$ cat src/rtl/counter_event_pkg.sv
// Shared types and record layout helpers for the counter event capture block.
// A record is {type, ts, qd}, with qd in the least significant bits.
package counter_event_pkg;

  typedef enum logic [1:0] {
    EV_NONE   = 2'b00,
    EV_CARRY  = 2'b01,
    EV_BORROW = 2'b10,
    EV_BOTH   = 2'b11
  } ev_type_e;

  localparam int EV_TYPE_W = 2;
  localparam int QD_LSB    = 0;

  function automatic int rec_width(input int cnt_w, input int ts_w);
    return EV_TYPE_W + ts_w + cnt_w;
  endfunction

  function automatic int ts_lsb(input int cnt_w);
    return cnt_w;
  endfunction

  function automatic int type_lsb(input int cnt_w, input int ts_w);
    return cnt_w + ts_w;
  endfunction

endpackage

$ cat src/rtl/counter_event_if.sv
// Valid/ready record stream between the capture block and its consumer.
interface counter_event_if #(
  parameter int DATA_W = 26
) ();
  logic [DATA_W-1:0] m_tdata;
  logic              m_tvalid;
  logic              m_tready;

  modport master (output m_tdata, output m_tvalid, input m_tready);
  modport slave  (input m_tdata, input m_tvalid, output m_tready);
endinterface

$ cat src/rtl/counter_event_fifo.sv
// Synchronous show-ahead FIFO; level, empty and full are all registered.
// A push into a full FIFO is accepted only when a pop happens in the same cycle.
module counter_event_fifo #(
  parameter int WIDTH = 26,
  parameter int DEPTH = 4
) (
  input  logic                     clk,
  input  logic                     rst_n,
  input  logic                     push,
  input  logic [WIDTH-1:0]         wdata,
  input  logic                     pop,
  output logic [WIDTH-1:0]         rdata,
  output logic                     full,
  output logic                     empty,
  output logic [$clog2(DEPTH):0]   level
);

  localparam int AW = $clog2(DEPTH);
  localparam int LW = AW + 1;

  logic [WIDTH-1:0] mem_r [DEPTH];
  logic [AW-1:0]    wr_ptr_r;
  logic [AW-1:0]    rd_ptr_r;
  logic [LW-1:0]    level_r;
  logic [LW-1:0]    level_nxt_s;
  logic             full_r;
  logic             empty_r;
  logic             push_ok_s;
  logic             pop_ok_s;

  assign pop_ok_s  = pop & ~empty_r;
  assign push_ok_s = push & (~full_r | pop_ok_s);

  // Next occupancy from the accepted push/pop pair
  always_comb begin
    level_nxt_s = level_r;
    case ({push_ok_s, pop_ok_s})
      2'b10:   level_nxt_s = level_r + LW'(1);
      2'b01:   level_nxt_s = level_r - LW'(1);
      default: level_nxt_s = level_r;
    endcase
  end

  // Pointers and status flags
  always_ff @(posedge clk or negedge rst_n) begin
    if (!rst_n) begin
      wr_ptr_r <= '0;
      rd_ptr_r <= '0;
      level_r  <= '0;
      full_r   <= 1'b0;
      empty_r  <= 1'b1;
    end else begin
      if (push_ok_s) begin
        wr_ptr_r <= wr_ptr_r + AW'(1);
      end
      if (pop_ok_s) begin
        rd_ptr_r <= rd_ptr_r + AW'(1);
      end
      level_r <= level_nxt_s;
      full_r  <= (level_nxt_s == LW'(DEPTH));
      empty_r <= (level_nxt_s == '0);
    end
  end

  // Storage is cleared on reset so the head reads zero out of reset
  always_ff @(posedge clk or negedge rst_n) begin
    if (!rst_n) begin
      for (int i = 0; i < DEPTH; i++) begin
        mem_r[i] <= '0;
      end
    end else if (push_ok_s) begin
      mem_r[wr_ptr_r] <= wdata;
    end
  end

  assign rdata = mem_r[rd_ptr_r];
  assign full  = full_r;
  assign empty = empty_r;
  assign level = level_r;

endmodule

$ cat src/rtl/counter_event_capture.sv
// Captures timestamped records on rising carry/borrow flags of an up/down counter
// and streams them out through a small FIFO, counting records that are dropped.
module counter_event_capture
  import counter_event_pkg::*;
#(
  parameter int CNT_WIDTH  = 8,
  parameter int TS_WIDTH   = 16,
  parameter int FIFO_DEPTH = 4
) (
  input  logic                          clk,
  input  logic                          rst_n,
  input  logic                          enable,
  input  logic [CNT_WIDTH-1:0]          qd,
  input  logic                          qd_c,
  input  logic                          qd_b,
  input  logic                          drop_clr,
  counter_event_if.master               m_axis,
  output logic [$clog2(FIFO_DEPTH):0]   fifo_level,
  output logic [7:0]                    drop_cnt
);

  localparam int REC_W    = rec_width(CNT_WIDTH, TS_WIDTH);
  localparam int TS_LSB   = ts_lsb(CNT_WIDTH);
  localparam int TYPE_LSB = type_lsb(CNT_WIDTH, TS_WIDTH);

  logic [TS_WIDTH-1:0] ts_r;
  logic                c_prev_r;
  logic                b_prev_r;
  logic                ev_c_s;
  logic                ev_b_s;
  ev_type_e            ev_type_s;
  logic [REC_W-1:0]    rec_s;
  logic                push_s;
  logic                pop_s;
  logic                drop_s;
  logic                full_s;
  logic                empty_s;
  logic [7:0]          drop_cnt_r;

  assign ev_c_s = qd_c & ~c_prev_r;
  assign ev_b_s = qd_b & ~b_prev_r;
  assign push_s = enable & (ev_c_s | ev_b_s);
  assign pop_s  = m_axis.m_tvalid & m_axis.m_tready;
  assign drop_s = push_s & full_s & ~pop_s;

  // Free-running timestamp, frozen while disabled
  always_ff @(posedge clk or negedge rst_n) begin
    if (!rst_n) begin
      ts_r <= '0;
    end else if (enable) begin
      ts_r <= ts_r + TS_WIDTH'(1);
    end
  end

  // Flag history resets high so a flag already set at release is not an edge
  always_ff @(posedge clk or negedge rst_n) begin
    if (!rst_n) begin
      c_prev_r <= 1'b1;
      b_prev_r <= 1'b1;
    end else begin
      c_prev_r <= qd_c;
      b_prev_r <= qd_b;
    end
  end

  // Event classification and record assembly
  always_comb begin
    ev_type_s = EV_NONE;
    rec_s     = '0;
    case ({ev_b_s, ev_c_s})
      2'b01:   ev_type_s = EV_CARRY;
      2'b10:   ev_type_s = EV_BORROW;
      2'b11:   ev_type_s = EV_BOTH;
      default: ev_type_s = EV_NONE;
    endcase
    rec_s[QD_LSB +: CNT_WIDTH]     = qd;
    rec_s[TS_LSB +: TS_WIDTH]      = ts_r;
    rec_s[TYPE_LSB +: EV_TYPE_W]   = ev_type_s;
  end

  counter_event_fifo #(
    .WIDTH (REC_W),
    .DEPTH (FIFO_DEPTH)
  ) u_fifo (
    .clk   (clk),
    .rst_n (rst_n),
    .push  (push_s),
    .wdata (rec_s),
    .pop   (m_axis.m_tready),
    .rdata (m_axis.m_tdata),
    .full  (full_s),
    .empty (empty_s),
    .level (fifo_level)
  );

  assign m_axis.m_tvalid = ~empty_s;

  // Saturating drop counter; a clear coinciding with a drop leaves one
  always_ff @(posedge clk or negedge rst_n) begin
    if (!rst_n) begin
      drop_cnt_r <= 8'd0;
    end else if (drop_clr) begin
      drop_cnt_r <= drop_s ? 8'd1 : 8'd0;
    end else if (drop_s && (drop_cnt_r != 8'hFF)) begin
      drop_cnt_r <= drop_cnt_r + 8'd1;
    end
  end

  assign drop_cnt = drop_cnt_r;

endmodule

$ cat src/flat_wrapper.sv
// flat-port wrapper written by rule: the top's interface ports become plain ports
module counter_event_capture_flat import counter_event_pkg::*;
#(
  parameter int CNT_WIDTH  = 8,
  parameter int TS_WIDTH   = 16,
  parameter int FIFO_DEPTH = 4
)
  (clk, rst_n, enable, qd, qd_c, qd_b, drop_clr, fifo_level, drop_cnt, m_axis_m_tdata, m_axis_m_tvalid, m_axis_m_tready);
  counter_event_if #(.DATA_W((2 + (16) + (8)))) m_axis_i ();
  input  logic clk;
  input  logic rst_n;
  input  logic enable;
  input  logic [CNT_WIDTH-1:0] qd;
  input  logic qd_c;
  input  logic qd_b;
  input  logic drop_clr;
  output logic [$clog2(FIFO_DEPTH):0] fifo_level;
  output logic [7:0] drop_cnt;
  output wire logic [$bits(m_axis_i.m_tdata)-1:0] m_axis_m_tdata;
  output wire logic [$bits(m_axis_i.m_tvalid)-1:0] m_axis_m_tvalid;
  input wire logic [$bits(m_axis_i.m_tready)-1:0] m_axis_m_tready;
  assign m_axis_m_tdata = m_axis_i.m_tdata;
  assign m_axis_m_tvalid = m_axis_i.m_tvalid;
  assign m_axis_i.m_tready = m_axis_m_tready;
  counter_event_capture #(.CNT_WIDTH(CNT_WIDTH), .TS_WIDTH(TS_WIDTH), .FIFO_DEPTH(FIFO_DEPTH)) u_core (.clk(clk), .rst_n(rst_n), .enable(enable), .qd(qd), .qd_c(qd_c), .qd_b(qd_b), .drop_clr(drop_clr), .m_axis(m_axis_i), .fifo_level(fifo_level), .drop_cnt(drop_cnt));
endmodule
$ cat config.mk
export PLATFORM = sky130hd
export DESIGN_NAME = counter_event_capture_flat
export DESIGN_NICKNAME = d
export VERILOG_FILES = /design/src/rtl/counter_event_pkg.sv /design/src/rtl/counter_event_if.sv /design/src/rtl/counter_event_fifo.sv /design/src/rtl/counter_event_capture.sv /design/src/flat_wrapper.sv
export SDC_FILE = /design/constraint.sdc
export NUM_CORES = 1
export LEC_CHECK = 0
export CAP_MARGIN = 20
export CORE_MARGIN = 1.5
export CORE_UTILIZATION = 62
export DETAILED_ROUTE_END_ITERATION = 12
export PLACE_DENSITY = 0.85
export SLEW_MARGIN = 25
export SYNTH_ARGS = -nofsm -noshare
export SYNTH_HDL_FRONTEND = slang
export SYNTH_SLANG_ARGS = --single-unit
$ cat constraint.sdc
create_clock -name clk -period 4 [get_ports clk]
set_input_delay 0.8 -clock clk [delete_from_list [all_inputs] [get_ports clk]]
set_output_delay 0.8 -clock clk [all_outputs]
set_load 0.05 [all_outputs]
==> results of run 1 <==
[placed cells by master (no fill, tap or decap), drive strengths merged, types with 6 or more instances in the layout]
master         instances
dfrtp                136
mux2                 106
clkdlybuf4s50         51
mux4                  26
clkbuf                17
xnor2                 15
nand3                 14
nand2                 12
a21oi                  8
nor2                   7
ha                     7
clkinvlp               7
inv                    7
buf                    7
xor2                   6
[cells in the mapped netlist (all sizes together), types with 2 or more instances]
cell    number
nand2b       2
inv          7
mux4        26
nor2         7
or4          3
xnor2       15
mux2       106
o31ai        3
xor2         6
ha           7
clkbuf       4
dfrtp      136
nor2b        3
o41ai        2
nand2       12
o21ai        2
nand4        3
dfstp        3
and3         2
buf         19
nand3       14
or2          2
a21oi        8
nor3         4
[power by group through the flow]
| stage | registers [mW] | clock network (mW) | logic [mW] |
|---|---|---|---|
| floorplan | 2.04 | 0 | 1.68 |
| global placement | 2.07 | 0 | 2.17 |
| detailed placement | 2.10 | 0 | 2.23 |
| CTS | 2.08 | 1.63 | 2.24 |
| global route | 2.13 | 1.70 | 2.33 |
| finish | 2.08 | 1.61 | 2.22 |
[per-layer routing]
metal	part of all wire	up-vias	track usage	routed length [um]
li1	-	1602	-	-
met1	0.44	1911	0.3161	5311
met5	0	-	0	0
met3	0.038	18	0.06545	461
met4	0.013	0	0.08433	150
met2	0.51	92	0.4035	6076
[layout make-up]
type / count / share of cell area
clock inverters: 15 / 0.02676
flip-flops and latches: 139 / 0.4657
repair buffers: 58 / 0.07578
well taps: 133 / 0.02225
multi-input cells: 236 / 0.3506
inverters: 7 / 0.003513
clock buffers: 17 / 0.05537
[worst max path at each step]
| stage | depth (start not counted) | slack, ns | startpoint | end |
|---|---|---|---|---|
| floorplan | 9 | 1.23 | qd_b | u_core.u_fifo.full |
| global placement | 9 | 0.80 | qd_b | u_core.u_fifo.full |
| detailed placement | 10 | 0.69 | qd_b | u_core.u_fifo.full |
| CTS | 3 | 0.59 | u_core.u_fifo.rd_ptr_r[1] | m_axis_m_tdata[25] |
| global route | 3 | 0.55 | u_core.u_fifo.rd_ptr_r[1] | m_axis_m_tdata[25] |
| finish | 3 | 0.63 | u_core.u_fifo.rd_ptr_r[1] | m_axis_m_tdata[25] |
[sequential cells by signal, summed over array words and instances (netlist names)]
name / count
u_core.u_fifo.full: 1
u_core.u_fifo.level: 3
u_core.u_fifo.wr_ptr_r: 2
u_core.ts_r: 16
u_core.u_fifo.mem_r: 104
u_core.u_fifo.rd_ptr_r: 2
u_core.u_fifo.empty: 1
u_core.b_prev_r: 1
u_core.c_prev_r: 1
u_core.drop_cnt: 8
[critical path: cells and delay by family (launching register included)]
kind     cells  cell delay, ns
flops        1            0.52
mux          1            0.37
buf+inv      2            1.15
[logic make-up (layout without fill, tap and decap cells)]
family | count (synthesis) | after routing
compound gates | 19 | 19
xor+xnor | 21 | 21
fa+ha+maj | 8 | 8
buf+inv | 30 | 97
flops | 139 | 139
mux | 132 | 132
simple gates | 56 | 56
[stage by stage]
step / cell area (sq um) / setup WS [ns] / power, mW
2_1_floorplan: 6305 / 1.232 / 3.716
3_3_place_gp: 6865 / 0.7967 / 4.239
3_5_place_dp: 6865 / 0.6874 / 4.326
4_1_cts: 7480 / 0.5930 / 5.952
5_1_grt: 7480 / 0.5478 / 6.161
6_report: 7480 / 0.6252 / 5.903
==> summary.md, run 1 <==
| Metric | Value |
|---|---|
| Status | finished, final reports clean |
| Area contributors post-synth | dfrtp_1 54%, mux2_2 17%, mux4_2 9.3% |
| Area of the core | 9819 sq um |
| Die X | 103.8 um |
| Number of DRC markers in iteration 0 | 172 |
| Row cnt | 36 |
| Final wirelength | 12.00 mm |
| Max Freq | 296.3 MHz |
| Syn nets | 428 |
| Tmin final | 3.375 ns |
| Worst reg-to-reg setup slack | 1.52 ns |
| Netlist cell types | 42 |
| Post-synthesis adder-cell area fraction | 0.01707 |
| Number of synthesized flops with an enable pin | 0 |
| DP HPWL | 7.210 mm |
| WS Path Type | reg2out |
| Worst path required time | 3.20 ns |
| Fillers | 599 |
| CTS tree | done |
| Number of synthesized register bits | 139 |
| Routed vias | 3623 |
| Routed Antenna Nets | 0 |
| Sequential power share | 0.352 |
| Multi-input gate area | 2623 sq um |
| Final Cycle Share | 0.8437 |
| Final hold slack | 0.3588 ns |
| Setup tns final | 0 ns |
| Pwr Density | 789.2 nW/um^2 |
| Worst-path clk slew | 0.06 ns |
| RSZ-0062 raised after global routing | false |
| Wire per inst | 19.83 um |
| Num CTS Buffers | 17 |
| Sink Count | 139 |
| Cell Count, Final, Fillers Out | 605 |
| Worst-margin pin slew | 0.8387 ns |
| Yosys top cell area share | 0.5398 |
| Vias in the first global route | 3888 |
| Final Core Density | 0.7617 |
| Tot GR Track Use | 0.2448 |
| Ys flop type | dfrtp_1 |
| Synth Warn # | 0 |
| Switch share | 0.3506 |
| Final setup vio count | 0 |
| Post-layout net count | 482 |
| RR Startpoint | u_core.u_fifo.empty |
| Syn Std Cell Area | 6305 sq um |
| Crit path arrival time | 2.57 ns |
| Slew margin rel. | 0.4409 |
| Syn Area/Cell | 15.57 sq um |
| Max-Cap Viols | 0 |
| Mux share of post-synthesis cell area | 0.2882 |
| CP max-delay cell | clkdlybuf4s50_1 |
| I/O pins | 53 |
| DRC Markers | 0 |
| Critical Path End Type | primary output |
| Worst skew pair latency | 0.52 ns |
| Largest family of logic cells by synthesized area | multiplexers |
| Root Buffer | clkbuf_8 |
| Die ar. | 10780 sq um |
| First-pass GRT wire length | 20.19 mm |
| Setup Skew | 0.004591 ns |
| Initial antenna violation count | 0 |
| Hold_buf cts | 0 |
| Dpl cells | 573 |
| Switching Power | 2.069 mW |
| CP cell instances | buf_4 -> mux4_2 -> clkdlybuf4s50_1 |
| Register area | 3483 sq um |
| Pre-antenna DRT Iters | 4 |
| Vias per cell | 5.988 |
| Startpoint class of the critical path | flop |
| CTS Buffer Depth | 2 |
| RR Endpoint | u_core.u_fifo.full |
| Final Slew Violations | 0 |
| Complex-gate fraction of the synthesized area | 0.02064 |
| Largest net degree at the start of global routing | 96 |
| Gp weighted congestion | 0.7605 |
| Max VDD drop | 0.0005839 V |
| Post-Synth XOR/XNOR Area | 0.02917 |
| Comb pwr share | 0.376 |
| Antenna cells | 0 |
| Layout cell share with drive strength beyond 1 | 0.3983 |
| Die H | 103.8 um |
| Syn Inst Count | 405 |
| Initial core utilization | 0.6421 |
| Input/output buffers | 52 |
| LEAKAGE | 3.339 nW |
| Worst Reg-to-Reg Cells | 9 |
| H-tree levels | 4 |
| CTS resizes | 0 |
| Post-CTS setup buffer count | 0 |
| Yosys top cell by area | dfrtp_1 |
| Sequential share of the synthesized area | 0.5523 |
| HP Class | in2async |
| Int Power | 3.833 mW |
| Synth Area in Simple Gates | 0.06092 |
| Critical path's largest stage delay | 0.74 ns |
| Final hold violations | 0 |
| Grt ovf | 0 |
| Area added between synthesis and finish | 18.63% |
| Maximum fanout along the worst path | 21 |
| Clock share of power | 0.272 |
| Ys async rst share | 1.000 |
No activity file was read; power rests on OpenSTA's default activity.
==> inputs of run 2 (changes only) <==
CORE_UTILIZATION = 58   (was 62)
PLACE_DENSITY = 0.8   (was 0.85)
clock period = 3.37 ns   (was 4 ns; I/O delays follow)
==> summary.md, run 2 (same netlist as run 1, synthesis figures left out) <==
| Metric | Value |
|---|---|
| Routed Antenna Nets | 0 (unchanged) |
| Int Power | 4.553 mW (was 3.833 mW) |
| Final Cycle Share | 0.9659 |
| Area added between synthesis and finish | 19.65% (was 18.63%) |
| DRC Markers | 0 (unchanged) |
| Most frequent cells in the layout | 135 x dfrtp_1, 96 x mux2_2, 43 x clkdlybuf4s50_1 (was 135 x dfrtp_1, 96 x mux2_2, 51 x clkdlybuf4s50_1) |
| Fillers | 685 (was 599) |
| LEAKAGE | 3.440 nW (was 3.339 nW) |
| Final wirelength | 11.75 mm (was 12.00 mm) |
| Sequential power share | 0.361 (was 0.352) |
| Sink Count | 139 (unchanged) |
| Critical Path End Type | primary output (unchanged) |
| CP cell instances | buf_12 -> mux4_2 -> clkdlybuf4s50_1 (was buf_4 -> mux4_2 -> clkdlybuf4s50_1) |
| Root Buffer | clkbuf_8 (unchanged) |
| Max reg flops | 104 (unchanged) |
| H-tree levels | 4 (unchanged) |
| Largest reg by FF count | u_core.u_fifo.mem_r (unchanged) |
| CTS Buffer Depth | 2 (unchanged) |
| Commonest non-fill, non-tap cell in the layout | dfrtp_1 (unchanged) |
| Num CTS Buffers | 17 (unchanged) |
| Layout cell share with drive strength beyond 1 | 0.3979 (was 0.3983) |
| Worst path required time | 2.70 ns (was 3.20 ns) |
| WS Path Type | reg2out (unchanged) |
| Die X | 107.3 um (was 103.8 um) |
| Initial antenna violation count | 0 (unchanged) |
| Worst-path clk slew | 0.06 ns (about the same) |
| Die ar. | 11500 sq um (was 10780 sq um) |
| Area of the core | 10420 sq um (was 9819 sq um) |
| Setup tns final | 0 ns (unchanged) |
| Vias per cell | 5.784 (was 5.988) |
| Max VDD drop | 0.0007004 V (was 0.0005839 V) |
| Worst skew pair latency | 0.52 ns (about the same) |
| Pre-antenna DRT Iters | 4 (unchanged) |
| Status | finished, final reports clean (unchanged) |
| Crit path arrival time | 2.58 ns (was 2.57 ns) |
| Comb pwr share | 0.376 (about the same) |
| Final Slew Violations | 0 (unchanged) |
| Tmin final | 3.255 ns |
| Max-Cap Viols | 0 (unchanged) |
| Number of DRC markers in iteration 0 | 128 (was 172) |
| First-pass GRT wire length | 20.06 mm (was 20.19 mm) |
| Maximum fanout along the worst path | 15 (was 21) |
| Input/output buffers | 52 (unchanged) |
| Switching Power | 2.401 mW (was 2.069 mW) |
| Final setup vio count | 0 (unchanged) |
| Register area | 3483 sq um (unchanged) |
| Setup Skew | 0.004673 ns (was 0.004591 ns) |
| Worst-margin pin slew | 0.7768 ns (was 0.8387 ns) |
| CP Buf/Inv Count | 2 (unchanged) |
| Row cnt | 37 (was 36) |
| Die H | 107.3 um (was 103.8 um) |
| Pwr Density | 921.9 nW/um^2 (was 789.2 nW/um^2) |
| HP Class | in2async (unchanged) |
| Clock share of power | 0.264 (was 0.272) |
| DP HPWL | 7.214 mm (was 7.210 mm) |
| Largest net degree at the start of global routing | 58 (was 96) |
| CP max-delay cell | clkdlybuf4s50_1 (unchanged) |
| Switch share | 0.3453 (was 0.3506) |
| CTS tree | done (unchanged) |
| Post-layout net count | 485 (was 482) |
| Multi-input gate area | 2623 sq um (unchanged) |
| Critical path's largest stage delay | 0.73 ns (was 0.74 ns) |
| Grt ovf | 0 (unchanged) |
| Vias in the first global route | 3853 (was 3888) |
| Final hold violations | 0 (unchanged) |
| Antenna cells | 0 (unchanged) |
| CP top delay family | buffers and inverters (unchanged) |
| Hold_buf cts | 0 (unchanged) |
| Max Freq | 307.2 MHz |
| Final hold slack | 0.1138 ns (was 0.3588 ns) |
| Wire per inst | 19.22 um (was 19.83 um) |
| Routed vias | 3534 (was 3623) |
| Tot GR Track Use | 0.2334 (was 0.2448) |
| Slew margin rel. | 0.4816 (was 0.4409) |
| RSZ-0062 raised after global routing | false (unchanged) |
| Startpoint class of the critical path | flop (unchanged) |
| I/O pins | 53 (unchanged) |
| Initial core utilization | 0.6053 (was 0.6421) |
| Gp weighted congestion | 0.7743 (was 0.7605) |
==> run 2: cell count changes in the layout (fill, tap and decap cells not counted), sizes merged <==
cell,previous run,this run
buf,7,10
clkinv,4,3
clkdlybuf4s50,51,43
bufinv,4,2
clkbuf,17,26
clkinvlp,7,1
dlymetal6s2s,0,3
dlygate4sd2,0,5
==> run 2: power by group through the flow <==
stage | sequential, mW | clock [mW] | combinational (mW)
6_report | 2.51 | 1.83 | 2.61
5_1_grt | 2.58 | 1.95 | 2.75
3_3_place_gp | 2.49 | 0 | 2.61
4_1_cts | 2.51 | 1.87 | 2.65
2_1_floorplan | 2.42 | 0 | 1.99
3_5_place_dp | 2.52 | 0 | 2.67
==> run 2: layer usage <==
metal	up-vias	GRT usage	routed length [um]
met5	-	0	0
li1	1612	-	-
met1	1841	0.3094	5242
met2	69	0.3776	5958
met4	0	0.08000	141
met3	12	0.05872	404
==> run 2: layout make-up <==
| type | count | share of cell area |
|---|---|---|
| sequential | 139 | 0.4618 |
| multi-input combinational | 236 | 0.3477 |
| timing repair buffer | 61 | 0.08492 |
| clock buffer | 26 | 0.06867 |
| tap | 136 | 0.02256 |
| clock inverter | 6 | 0.01095 |
| inverter | 7 | 0.003483 |
==> run 2: worst paths after layout <==
check | from | endpoint | slack, ns | cells after the start
setup / recovery | u_core.u_fifo.rd_ptr_r[0] | m_axis_m_tdata[24] | 0.11 | 3
setup reg to reg | u_core.u_fifo.empty | u_core.u_fifo.full | 0.88 | 9
min in group clk | u_core.u_fifo.mem_r[35] | u_core.u_fifo.mem_r[35] | 0.50 | 1
max in group asynchronous | rst_n | u_core.drop_cnt[6] | 2.42 | 2
hold / removal | rst_n | u_core.u_fifo.mem_r[33] | 0.11 | 1
hold reg to reg | u_core.u_fifo.mem_r[35] | u_core.u_fifo.mem_r[35] | 0.50 | 1
==> run 2: stage by stage <==
step | cells | utilization | area, sq um | worst slack (ns) | power (mW)
2_1_floorplan | 405 | - | 6305 | 0.7283 | 4.411
4_1_cts | 611 | 0.7235 | 7536 | 0.0003366 | 7.025
6_report | 611 | 0.7242 | 7543 | 0.1149 | 6.954
3_3_place_gp | 579 | 0.6664 | 6942 | 0.3502 | 5.098
5_1_grt | 611 | 0.7242 | 7543 | 0.01017 | 7.273
3_5_place_dp | 579 | 0.6664 | 6942 | 0.2085 | 5.198
==> run 2: what timing repair did <==
| item | CTS | global route |
|---|---|---|
| pin swaps | 0 | 0 |
| setup buffers | 0 | 0 |
| gates resized for setup | 5 | 3 |
| setup endpoints to repair | 5 | 3 |
| gates cloned | 0 | 0 |
==> inputs of run 3 (changes only) <==
GPL_ROUTABILITY_DRIVEN = 0   (was default)
==> results of run 3 <==
Same layout as run 2: the final DEF is identical, and so are final timing and power.
